===== src/rtl/msalu_pkg.sv =====
// Shared types for the msALU datapath: opcodes, ALU operation codes,
// T-state encoding and instruction field positions.
package msalu_pkg;

    typedef enum logic [3:0] {
        OP_LOAD = 4'b0000,
        OP_MOV  = 4'b0001,
        OP_ADD  = 4'b0010,
        OP_SUB  = 4'b0011,
        OP_INV  = 4'b0100,
        OP_AND  = 4'b0101,
        OP_OR   = 4'b0110,
        OP_XOR  = 4'b0111
    } opcode_t;

    typedef enum logic [2:0] {
        ALU_ADD = 3'b000,
        ALU_SUB = 3'b001,
        ALU_INV = 3'b010,
        ALU_AND = 3'b011,
        ALU_OR  = 3'b100,
        ALU_XOR = 3'b101
    } alu_op_t;

    typedef enum logic [1:0] {
        T0 = 2'd0,
        T1 = 2'd1,
        T2 = 2'd2,
        T3 = 2'd3
    } tstate_t;

    localparam int OPC_HI = 9;
    localparam int OPC_LO = 6;
    localparam int RX_HI  = 5;
    localparam int RX_LO  = 4;
    localparam int RY_HI  = 3;
    localparam int RY_LO  = 2;

    function automatic logic is_alu_op(input opcode_t op);
        return (op inside {OP_ADD, OP_SUB, OP_INV, OP_AND, OP_OR, OP_XOR});
    endfunction

    function automatic alu_op_t alu_code(input opcode_t op);
        case (op)
            OP_SUB:  return ALU_SUB;
            OP_INV:  return ALU_INV;
            OP_AND:  return ALU_AND;
            OP_OR:   return ALU_OR;
            OP_XOR:  return ALU_XOR;
            default: return ALU_ADD;
        endcase
    endfunction

endpackage


===== src/rtl/msalu_dec2to4.sv =====
// 2-to-4 one-hot decoder with enable; output is all-zero when disabled.
module msalu_dec2to4 (
    input  logic       en,
    input  logic [1:0] sel,
    output logic [3:0] y
);

    always_comb begin
        y = '0;
        if (en) y[sel] = 1'b1;
    end

endmodule


===== src/rtl/msalu_ctrl.sv =====
// T-state control sequencer for the shared-bus msALU datapath.
// Optional illegal-opcode trap (Err port) enabled by MSALU_CTRL_ILLEGAL_TRAP_EN.
module msalu_ctrl
    import msalu_pkg::*;
#(
    parameter int NREG = 4,
    parameter int W    = 10
) (
    input  logic            CLKb,
    input  logic            Reset,
    input  logic            Run,
    input  logic [W-1:0]    INSTR,
    output logic [W-1:0]    IRout,
    output logic [NREG-1:0] Rin,
    output logic [NREG-1:0] Rout,
    output logic            ExternOut,
    output logic            Ain,
    output logic            Gin,
    output logic            Gout,
    output logic [2:0]      ALUControl,
    output logic            Busy,
    output logic            Done
`ifdef MSALU_CTRL_ILLEGAL_TRAP_EN
    ,
    output logic            Err
`endif
);

    tstate_t     state, nxt;
    logic [W-1:0] ir;
    opcode_t     op;
    logic [1:0]  rx, ry;
    logic        alu_op;
    logic        rin_en, rout_en;
    logic [1:0]  rin_sel, rout_sel;

    assign op     = opcode_t'(ir[OPC_HI:OPC_LO]);
    assign rx     = ir[RX_HI:RX_LO];
    assign ry     = ir[RY_HI:RY_LO];
    assign alu_op = is_alu_op(op);
    assign IRout  = ir;
    assign Busy   = (state != T0);

    always_ff @(posedge CLKb) begin
        if (Reset) begin
            state <= T0;
            ir    <= '0;
        end else begin
            state <= nxt;
            if (state == T0 && Run) ir <= INSTR;
        end
    end

    always_comb begin
        nxt = state;
        case (state)
            T0:      if (Run) nxt = T1;
            T1:      nxt = alu_op ? T2 : T0;
            T2:      nxt = T3;
            default: nxt = T0;
        endcase
    end

    // Every bus driver comes from exactly one branch, so at most one is ever high.
    always_comb begin
        rin_en     = 1'b0;
        rin_sel    = rx;
        rout_en    = 1'b0;
        rout_sel   = rx;
        ExternOut  = 1'b0;
        Ain        = 1'b0;
        Gin        = 1'b0;
        Gout       = 1'b0;
        ALUControl = ALU_ADD;
        Done       = 1'b0;
        case (state)
            T1: begin
                if (op == OP_LOAD) begin
                    ExternOut = 1'b1;
                    rin_en    = 1'b1;
                    Done      = 1'b1;
                end else if (op == OP_MOV) begin
                    rout_en  = 1'b1;
                    rout_sel = ry;
                    rin_en   = 1'b1;
                    Done     = 1'b1;
                end else if (alu_op) begin
                    rout_en = 1'b1;
                    Ain     = 1'b1;
                end else begin
                    Done = 1'b1;
                end
            end
            T2: begin
                rout_en    = 1'b1;
                rout_sel   = ry;
                Gin        = 1'b1;
                ALUControl = alu_code(op);
            end
            T3: begin
                Gout   = 1'b1;
                rin_en = 1'b1;
                Done   = 1'b1;
            end
            default: ;
        endcase
    end

`ifdef MSALU_CTRL_ILLEGAL_TRAP_EN
    assign Err = (state == T1) && ir[OPC_HI];
`endif

    msalu_dec2to4 u_rin_dec (
        .en  (rin_en),
        .sel (rin_sel),
        .y   (Rin)
    );

    msalu_dec2to4 u_rout_dec (
        .en  (rout_en),
        .sel (rout_sel),
        .y   (Rout)
    );

endmodule


===== config.mk =====
export PLATFORM = sky130hd
export DESIGN_NAME = msalu_ctrl
export DESIGN_NICKNAME = d
export VERILOG_FILES = /design/src/rtl/msalu_pkg.sv /design/src/rtl/msalu_dec2to4.sv /design/src/rtl/msalu_ctrl.sv
export SDC_FILE = /design/constraint.sdc
export NUM_CORES = 1
export LEC_CHECK = 0
export BUFFER_PORTS_ARGS = -buffer_cell sky130_fd_sc_hd__buf_2
export CAP_MARGIN = 30
export CELL_PAD_IN_SITES_DETAIL_PLACEMENT = 1
export CELL_PAD_IN_SITES_GLOBAL_PLACEMENT = 1
export CORE_MARGIN = 4
export CORE_UTILIZATION = 31
export DETAILED_ROUTE_END_ITERATION = 7
export GPL_TIMING_DRIVEN = 0
export PLACE_DENSITY = 0.82
export SLEW_MARGIN = 10
export SYNTH_ARGS = -nofsm -noshare
export SYNTH_HDL_FRONTEND = slang
export SYNTH_HIERARCHICAL = 1
export SYNTH_SLANG_ARGS = --single-unit
export TNS_END_PERCENT = 10

===== constraint.sdc =====
create_clock -name CLKb -period 3.2 [get_ports CLKb]
set_input_delay 0.48 -clock CLKb [delete_from_list [all_inputs] [get_ports CLKb]]
set_output_delay 0.48 -clock CLKb [all_outputs]
set_load 0.005 [all_outputs]

Word level (Yosys, flattened, before mapping):

Index checks and enable logic that the tools add are counted.

* bits in registers: 12
* input port bits: 13

* magnitude comparators: 4
* equality and inequality tests: 11
* mux-type cells: 32
* reductions and logical operators: 7

Operators by type and width (number)
* $mux 1: 17
* $eq 4x3->1 const B: 4
* $pmux 3 s5: 1
* $eq 4x2->1 const B: 2
* $mux 2: 4
* $mux 4: 2
* $lt 2x3->1 const B: 2
* $pmux 1 s2: 3
* $pmux 2 s3: 1
* $reduce_bool 6->1: 1
* $demux 1 s2: 2
* $eq 2x2->1 const B: 2
* $eq 4x1->1 const B: 1
* $ge 2x1->1 const B: 2
* $logic_not 4->1: 1
* $pmux 2 s2: 1
* $logic_and 1x1->1: 3
* $mux 3: 1
* $eq 2x1->1 const B: 1
* $logic_not 2->1: 1
* $ne 2x2->1 const B: 1
* $reduce_bool 2->1: 1

Logic depth before layout (Yosys ltp):

Gate-level depths: netlist of the first run.

* word-level depth: 9
* gate-level depth with buffers: 6
* depth with buffers taken out: 6

Cells and area by module:

Netlist of the first run, hierarchy kept.

Modules (own cells, without submodules)
* msalu_ctrl: cells an instance 82, times used 1, area each 636.9 um^2
* msalu_dec2to4: cells an instance 4, times used 2, area each 37.5 um^2

Worst setup path before layout of the first run:

No wires, ideal clock.

* kind: register to output
* start point: register state[0]
* end point: output port Rout[1]
* data required time: 2720 ps
* stages on the path, launching flop included: 6
* buffers on the path: 0
* data arrival time: 1328 ps
* path slack: 1392 ps
* cells stage by stage: dfxtp_1 -> inv_1 -> ha_1 -> a21o_1 -> a32o_2 -> and3b_1

* longest elaborated chain between the ends: 7

RTL lines
* from (decl): RTL line msalu_ctrl.sv:29 `tstate_t state, nxt;`
* from (signal assigned): RTL line msalu_ctrl.sv:49 `state <= nxt;`
* $eq 2x2->1 / $eq 2x1->1 (equally long branches): RTL line msalu_ctrl.sv:76 `case (state)`
* $pmux 2 s2 *: RTL line msalu_ctrl.sv:76
* via rout_sel[1]: RTL line msalu_ctrl.sv:35 `logic [1:0] rin_sel, rout_sel;`
* $lt 2x3->1 (not written as such) / $ge 2x1->1 (equally long branches): RTL line msalu_dec2to4.sv:10 `if (en) y[sel] = 1'b1;`
* $logic_and 1x1->1 (not written as such): RTL line msalu_dec2to4.sv:10
* $mux 1 (not written as such): RTL line msalu_dec2to4.sv:10
* $demux 1 s2 *
* $mux 4 *: RTL line msalu_dec2to4.sv:10
* to (decl): RTL line msalu_ctrl.sv:15 `output logic [NREG-1:0] Rout,`

The timed path passes the listed nets; every way through them passes the cells marked *.

Worst setup path after layout of the first run:

* start point: register state[0]
* end point: output port Rout[3]

The elaborated chain is that of the path after synthesis.

==> impl_metrics.yaml, run 1 <==
status:
  status: "completed"
power:
  p_leak_nw: 0.555
  powerDensity_nw_per_um2: 387
  total_power_w: 0.000379
  clkPwrFrac_pct: 32.4
  p_seq_share_pct: 45.3
  p_int_w: 0.000267
  switching_share_pct: 29.6
  ir_drop_uv: 185
  power.combinational.fraction_pct: 22.3
  p_sw_w: 0.000112
timing:
  fin_crit_sh_pct: 71.4
  max_freq_mhz: 438
  worst_slew_pin_slew_ns: 0.471
  setup-tns-final_ns: 0
  maxSlewViolCount: 0
  setup_violations: 0
  relSlewSlack_pct: 68.6
  final_hold_viol_count: 0
  rsz0062_at_grt: "no"
  finalCriticalPeriod_ns: 2.29
  skew_ns: 0.00344
final_layout:
  drive_gt1_share_pct: 39.1
  nFillCells: 298
  multiInputGateArea_um2: 444
  seq_area_um2: 240
  area_growth_pct: 37.4
  diodes: 0
  fin_nets: 151
worst_setup_path:
  cp-start-kind: "flip-flop"
  cp.arrival_ns: 1.81
  ff2ff_setup_slack_ns: 1.82
  crit_required_ns: 2.72
  endpoint_kind: "primary output"
  crit_type: "reg2out"
  path_max_fanout: 5
grt:
  antenna_found_initial: 0
  grt_pass1_vias: 805
  grt_max_degree: 11
  grt_usage_pct: 15.0
  overflow: 0
  grt_pass1_wl_mm: 3.69
placement:
  dpl.hpwl_mm: 1.71
  gp_congestion: 0.784
  io_buffers: 39
route:
  vias_per_cell: 4.90
  ant_nets: 0
  drtPass1Iterations: 4
  via_count: 789
  drt_iter0_drc: 9
  wire_per_inst_um: 13.5
  drc: 0
  wirelength_mm: 2.18
floorplanning:
  fp.dieArea_um2: 3130
  start_util_pct: 32.5
  die_w_um: 55.9
  ios: 40
  placeableCoreArea_um2: 2190
  std_cell_rows: 17
  die_h_um: 55.9
logic_synthesis:
  ys_types: 28
  yosys.area.top_type_share_pct: 33.7
  postSynthAreaPerCell_um2: 7.91
  ys_seq_area_share_pct: 33.7
  synth.largest_area_cell: "dfxtp_1"
  ys.flop_type: "dfxtp_1"
  syn-cell-area_um2: 712
  synth_commonest_cells: "nand2_1, dfxtp_1, a21oi_1"
  syn_inst: 90
  ys_ff_latch: 12
  synth_area_leaders: "dfxtp_1, nand2_1, a21oi_1"
  synth_edf_count: 0
  syn_nets: 107
  yosysMostFrequentCell: "nand2_1"
  async_reset_ff_share_pct: 0
  ys_warn_count: 6
clock_tree:
  cts.sink_count: 12
  cts.path.max_buffers: 2
  cts_hold_buffers: 0
  clk_pin_slew_ns: 0.08
  post_cts_buffers: 0
  h-tree-depth: 1
  cts_tree: "yes"
  cts-root-buf: "clkbuf_4"
  numCtsBuffers: 3
  cts_resized: 0
  clock_latency_ns: 0.27
flow_run:
  cap_violations: 0
worst_hold_path:
  hold_class: "in2reg"
[critical path, cell delays in order (launching register included)]
cell and delay [ns]:
dfxtp_1 0.39, inv_1 0.11, ha_1 0.27, a21o_1 0.18, a32o_2 0.29, and3_2 0.19
buf_2 0.12
[path summary, 6_finish.rpt]
check	start	endpoint	cells past startpoint
setup reg to reg	state[0]	IRout[3]	5
hold / removal	Reset	IRout[0]	2
setup / recovery	state[0]	Rout[3]	6
hold reg to reg	IRout[0]	IRout[0]	2
[cells by family (layout without fill, tap and decap cells)]
kind of cell / count (synthesis) / count (layout) / synth area share [%]
flip-flops: 12 / 12 / 33.7
AO/OA/AOI/OAI: 20 / 20 / 18.5
multiplexers: 1 / 1 / 1.41
buffers and inverters: 7 / 50 / 3.87
adder cells (fa/ha/maj): 4 / 4 / 7.03
AND/OR/NAND/NOR: 46 / 46 / 35.5
[layout make-up]
| type | instances | share of cell area, % |
|---|---|---|
| Timing Repair Buffer | 39 | 19.9 |
| Inverter | 5 | 1.92 |
| Sequential cell | 12 | 24.6 |
| Multi-Input combinational cell | 71 | 45.4 |
| Tap cell | 28 | 3.58 |
| Clock buffer | 4 | 3.71 |
| Buffer | 2 | 0.895 |
[through the flow]
stage               instance area, um2  hold slack (ns)  setup WS [ns]  cells  utilization (%)
CTS                                978            0.369          0.877    161             44.7
detailed placement                 942            0.448           1.19    157             43.0
floorplan                          712            0.447           1.39     90                -
global placement                   942            0.435           1.24    157             43.0
finish                             978            0.376          0.915    161             44.7
global route                       978            0.370          0.749    161             44.7
[state kept, by name, indices dropped and copies added, names as in the netlist]
register  count
IRout        10
state         2
[power groups by stage]
stage               Clock (W)  Combinational, W  Sequential (W)
global placement            0         0.0000816        0.000174
floorplan                   0         0.0000491        0.000173
detailed placement          0         0.0000855        0.000175
global route         0.000139         0.0000964        0.000174
finish               0.000123         0.0000843        0.000172
CTS                  0.000129         0.0000862        0.000172
[per-layer routing]
layer | track usage [%] | wire length [um] | vias to the layer above
met5 | 0 | 0 | -
met4 | 5.08 | 22 | 0
met3 | 4.18 | 87 | 2
met2 | 28.9 | 1180 | 20
met1 | 15.3 | 892 | 372
li1 | - | - | 395
[placed cells by master, fill, tap and decap left out, types with 2 or more instances in the layout]
cell	count
ha_1	4
nor2_1	5
nor3b_2	2
and3_2	3
nand2b_1	2
clkbuf_4	3
inv_1	5
a21oi_1	10
dfxtp_1	12
nor2b_1	2
and3b_1	4
buf_2	40
nand2_1	22
nor3_1	2
a32o_2	2
(Power assumes the default switching activity.)
==> inputs of run 2 (changes only) <==
Settings changed: CORE_UTILIZATION 31 to 29, PLACE_DENSITY 0.82 to 0.77.
Clock period 3.2 ns to 2.35 ns, I/O delays scaled along.
==> run 2 against run 1 <==
Effect of this change:
- sequential power up 36%
- sequential share of layout area unchanged
- cell count is the same
- die area up 5.9%
- register-to-register slack got worse by 0.89 ns
- hold slack lost 0.11 ns
- critical path depth did not move
- critical path type unchanged
==> impl_metrics.yaml, run 2 (same netlist as run 1, synthesis figures left out) <==
power:
  total_power_w: 0.000513
  powerDensity_nw_per_um2: 525
  ir_drop_uv: 257
  p_leak_nw: 0.555
floorplanning:
  ios: 40
  die_w_um: 57.5
  start_util_pct: 31.3
  placeableCoreArea_um2: 2280
  die_h_um: 57.5
  fp.dieArea_um2: 3310
  std_cell_rows: 17
route:
  wirelength_mm: 2.19
  ant_nets: 0
  drt_iter0_drc: 4
  drc: 0
  drtPass1Iterations: 3
  wire_per_inst_um: 13.6
  vias_per_cell: 5.03
  via_count: 810
clock_tree:
  cts_resized: 0
  cts_hold_buffers: 0
  cts-root-buf: "clkbuf_4"
  cts.sink_count: 12
  clk_pin_slew_ns: 0.08
  h-tree-depth: 1
  clock_latency_ns: 0.27
  numCtsBuffers: 3
  post_cts_buffers: 0
  cts.path.max_buffers: 2
  cts_tree: "yes"
worst_setup_path:
  cp.arrival_ns: 1.84
  slowest_delay_ns: 0.39
  path_max_fanout: 5
  crit_type: "reg2out"
  endpoint_kind: "primary output"
  crit_family: "compound AO/OA/AOI/OAI gates"
  cp-start-kind: "flip-flop"
  critPathSlowestCell: "dfxtp_1"
  crit_chain: "inv_1 -> ha_1 -> a21o_1 -> a32o_2 -> nor3b_2 -> buf_2"
  crit_required_ns: 2.00
  cp_num_buf_inv: 2
placement:
  io_buffers: 39
  pre_cts_ws_ns: 0.438
  dpl.hpwl_mm: 1.74
  gp_congestion: 0.715
grt:
  grt_usage_pct: 14.0
  grt_pass1_wl_mm: 3.73
  grt_pass1_vias: 824
  overflow: 0
  antenna_found_initial: 0
  grt_max_degree: 11
timing:
  maxSlewViolCount: 0
  relSlewSlack_pct: 66.5
  fin_crit_sh_pct: 93.3
  setup_violations: 0
  finalCriticalPeriod_ns: 2.19
  max_freq_mhz: 456
  skew_ns: 0.00212
  final_hold_viol_count: 0
  worst_slew_pin_slew_ns: 0.502
  setup_slack_ns: 0.157
  rsz0062_at_grt: "no"
  setup-tns-final_ns: 0
final_layout:
  layout_common_cells: "buf_2, nand2_1, dfxtp_1"
  largest_reg_flops: 10
  nFillCells: 297
  diodes: 0
  final_util_pct: 43.0
  drive_gt1_share_pct: 39.1
  fin_nets: 151
  area_growth_pct: 37.4
  final_common_cell: "buf_2"
flow_run:
  cap_violations: 0
worst_hold_path:
  hold_class: "in2reg"
status:
  status: "completed"
run 2: routing by layer:
metal  GRT usage [%]  share of wire (%)
met5               0                  0
met4            3.97                  0
met3            3.62                8.2
met2            23.5                 47
met1            17.4                 45
run 2: power by group:
part	total (W)	internal, W	switching [W]	leakage, nW
Combinational	0.000115	0.0000521	0.0000626	0.436
Clock	0.000165	0.0000941	0.0000708	0.0210
Sequential	0.000234	0.000217	0.0000168	0.0986
run 2: worst paths after layout:
kind | start | end | slack, ns | cells past startpoint
min | Reset | IRout[0] | 0.27 | 2
max reg2reg | state[0] | state[1] | 0.93 | 5
max | state[0] | Rout[0] | 0.16 | 6
min reg2reg | IRout[1] | IRout[1] | 0.46 | 2
run 2: worst reg2reg max path: cells and delay by family (launching register included):
family	cells	cell delay, ns
AO/OA/AOI/OAI	2	0.44
adder cells (fa/ha/maj)	1	0.27
flip-flops	1	0.39
AND/OR/NAND/NOR	1	0.18
buffers and inverters	1	0.10
run 2: through the flow:
stage                     hold slack, ns  std cells  cell area, um2
after global routing               0.264        161             978
after detailed placement           0.453        157             942
after floorplan                    0.422         90             712
after global placement             0.438        157             942
after CTS                          0.267        161             978
final                              0.270        161             978
run 2: area by class of cell:
| type | instances | area (um2) | area share (%) |
|---|---|---|---|
| Tap cell | 28 | 35.0 | 3.58 |
| Clock buffer | 4 | 36.3 | 3.71 |
| Inverter | 5 | 18.8 | 1.92 |
| Sequential cell | 12 | 240 | 24.6 |
| Multi-Input combinational cell | 71 | 444 | 45.4 |
| Timing Repair Buffer | 39 | 195 | 19.9 |
| Buffer | 2 | 8.76 | 0.895 |
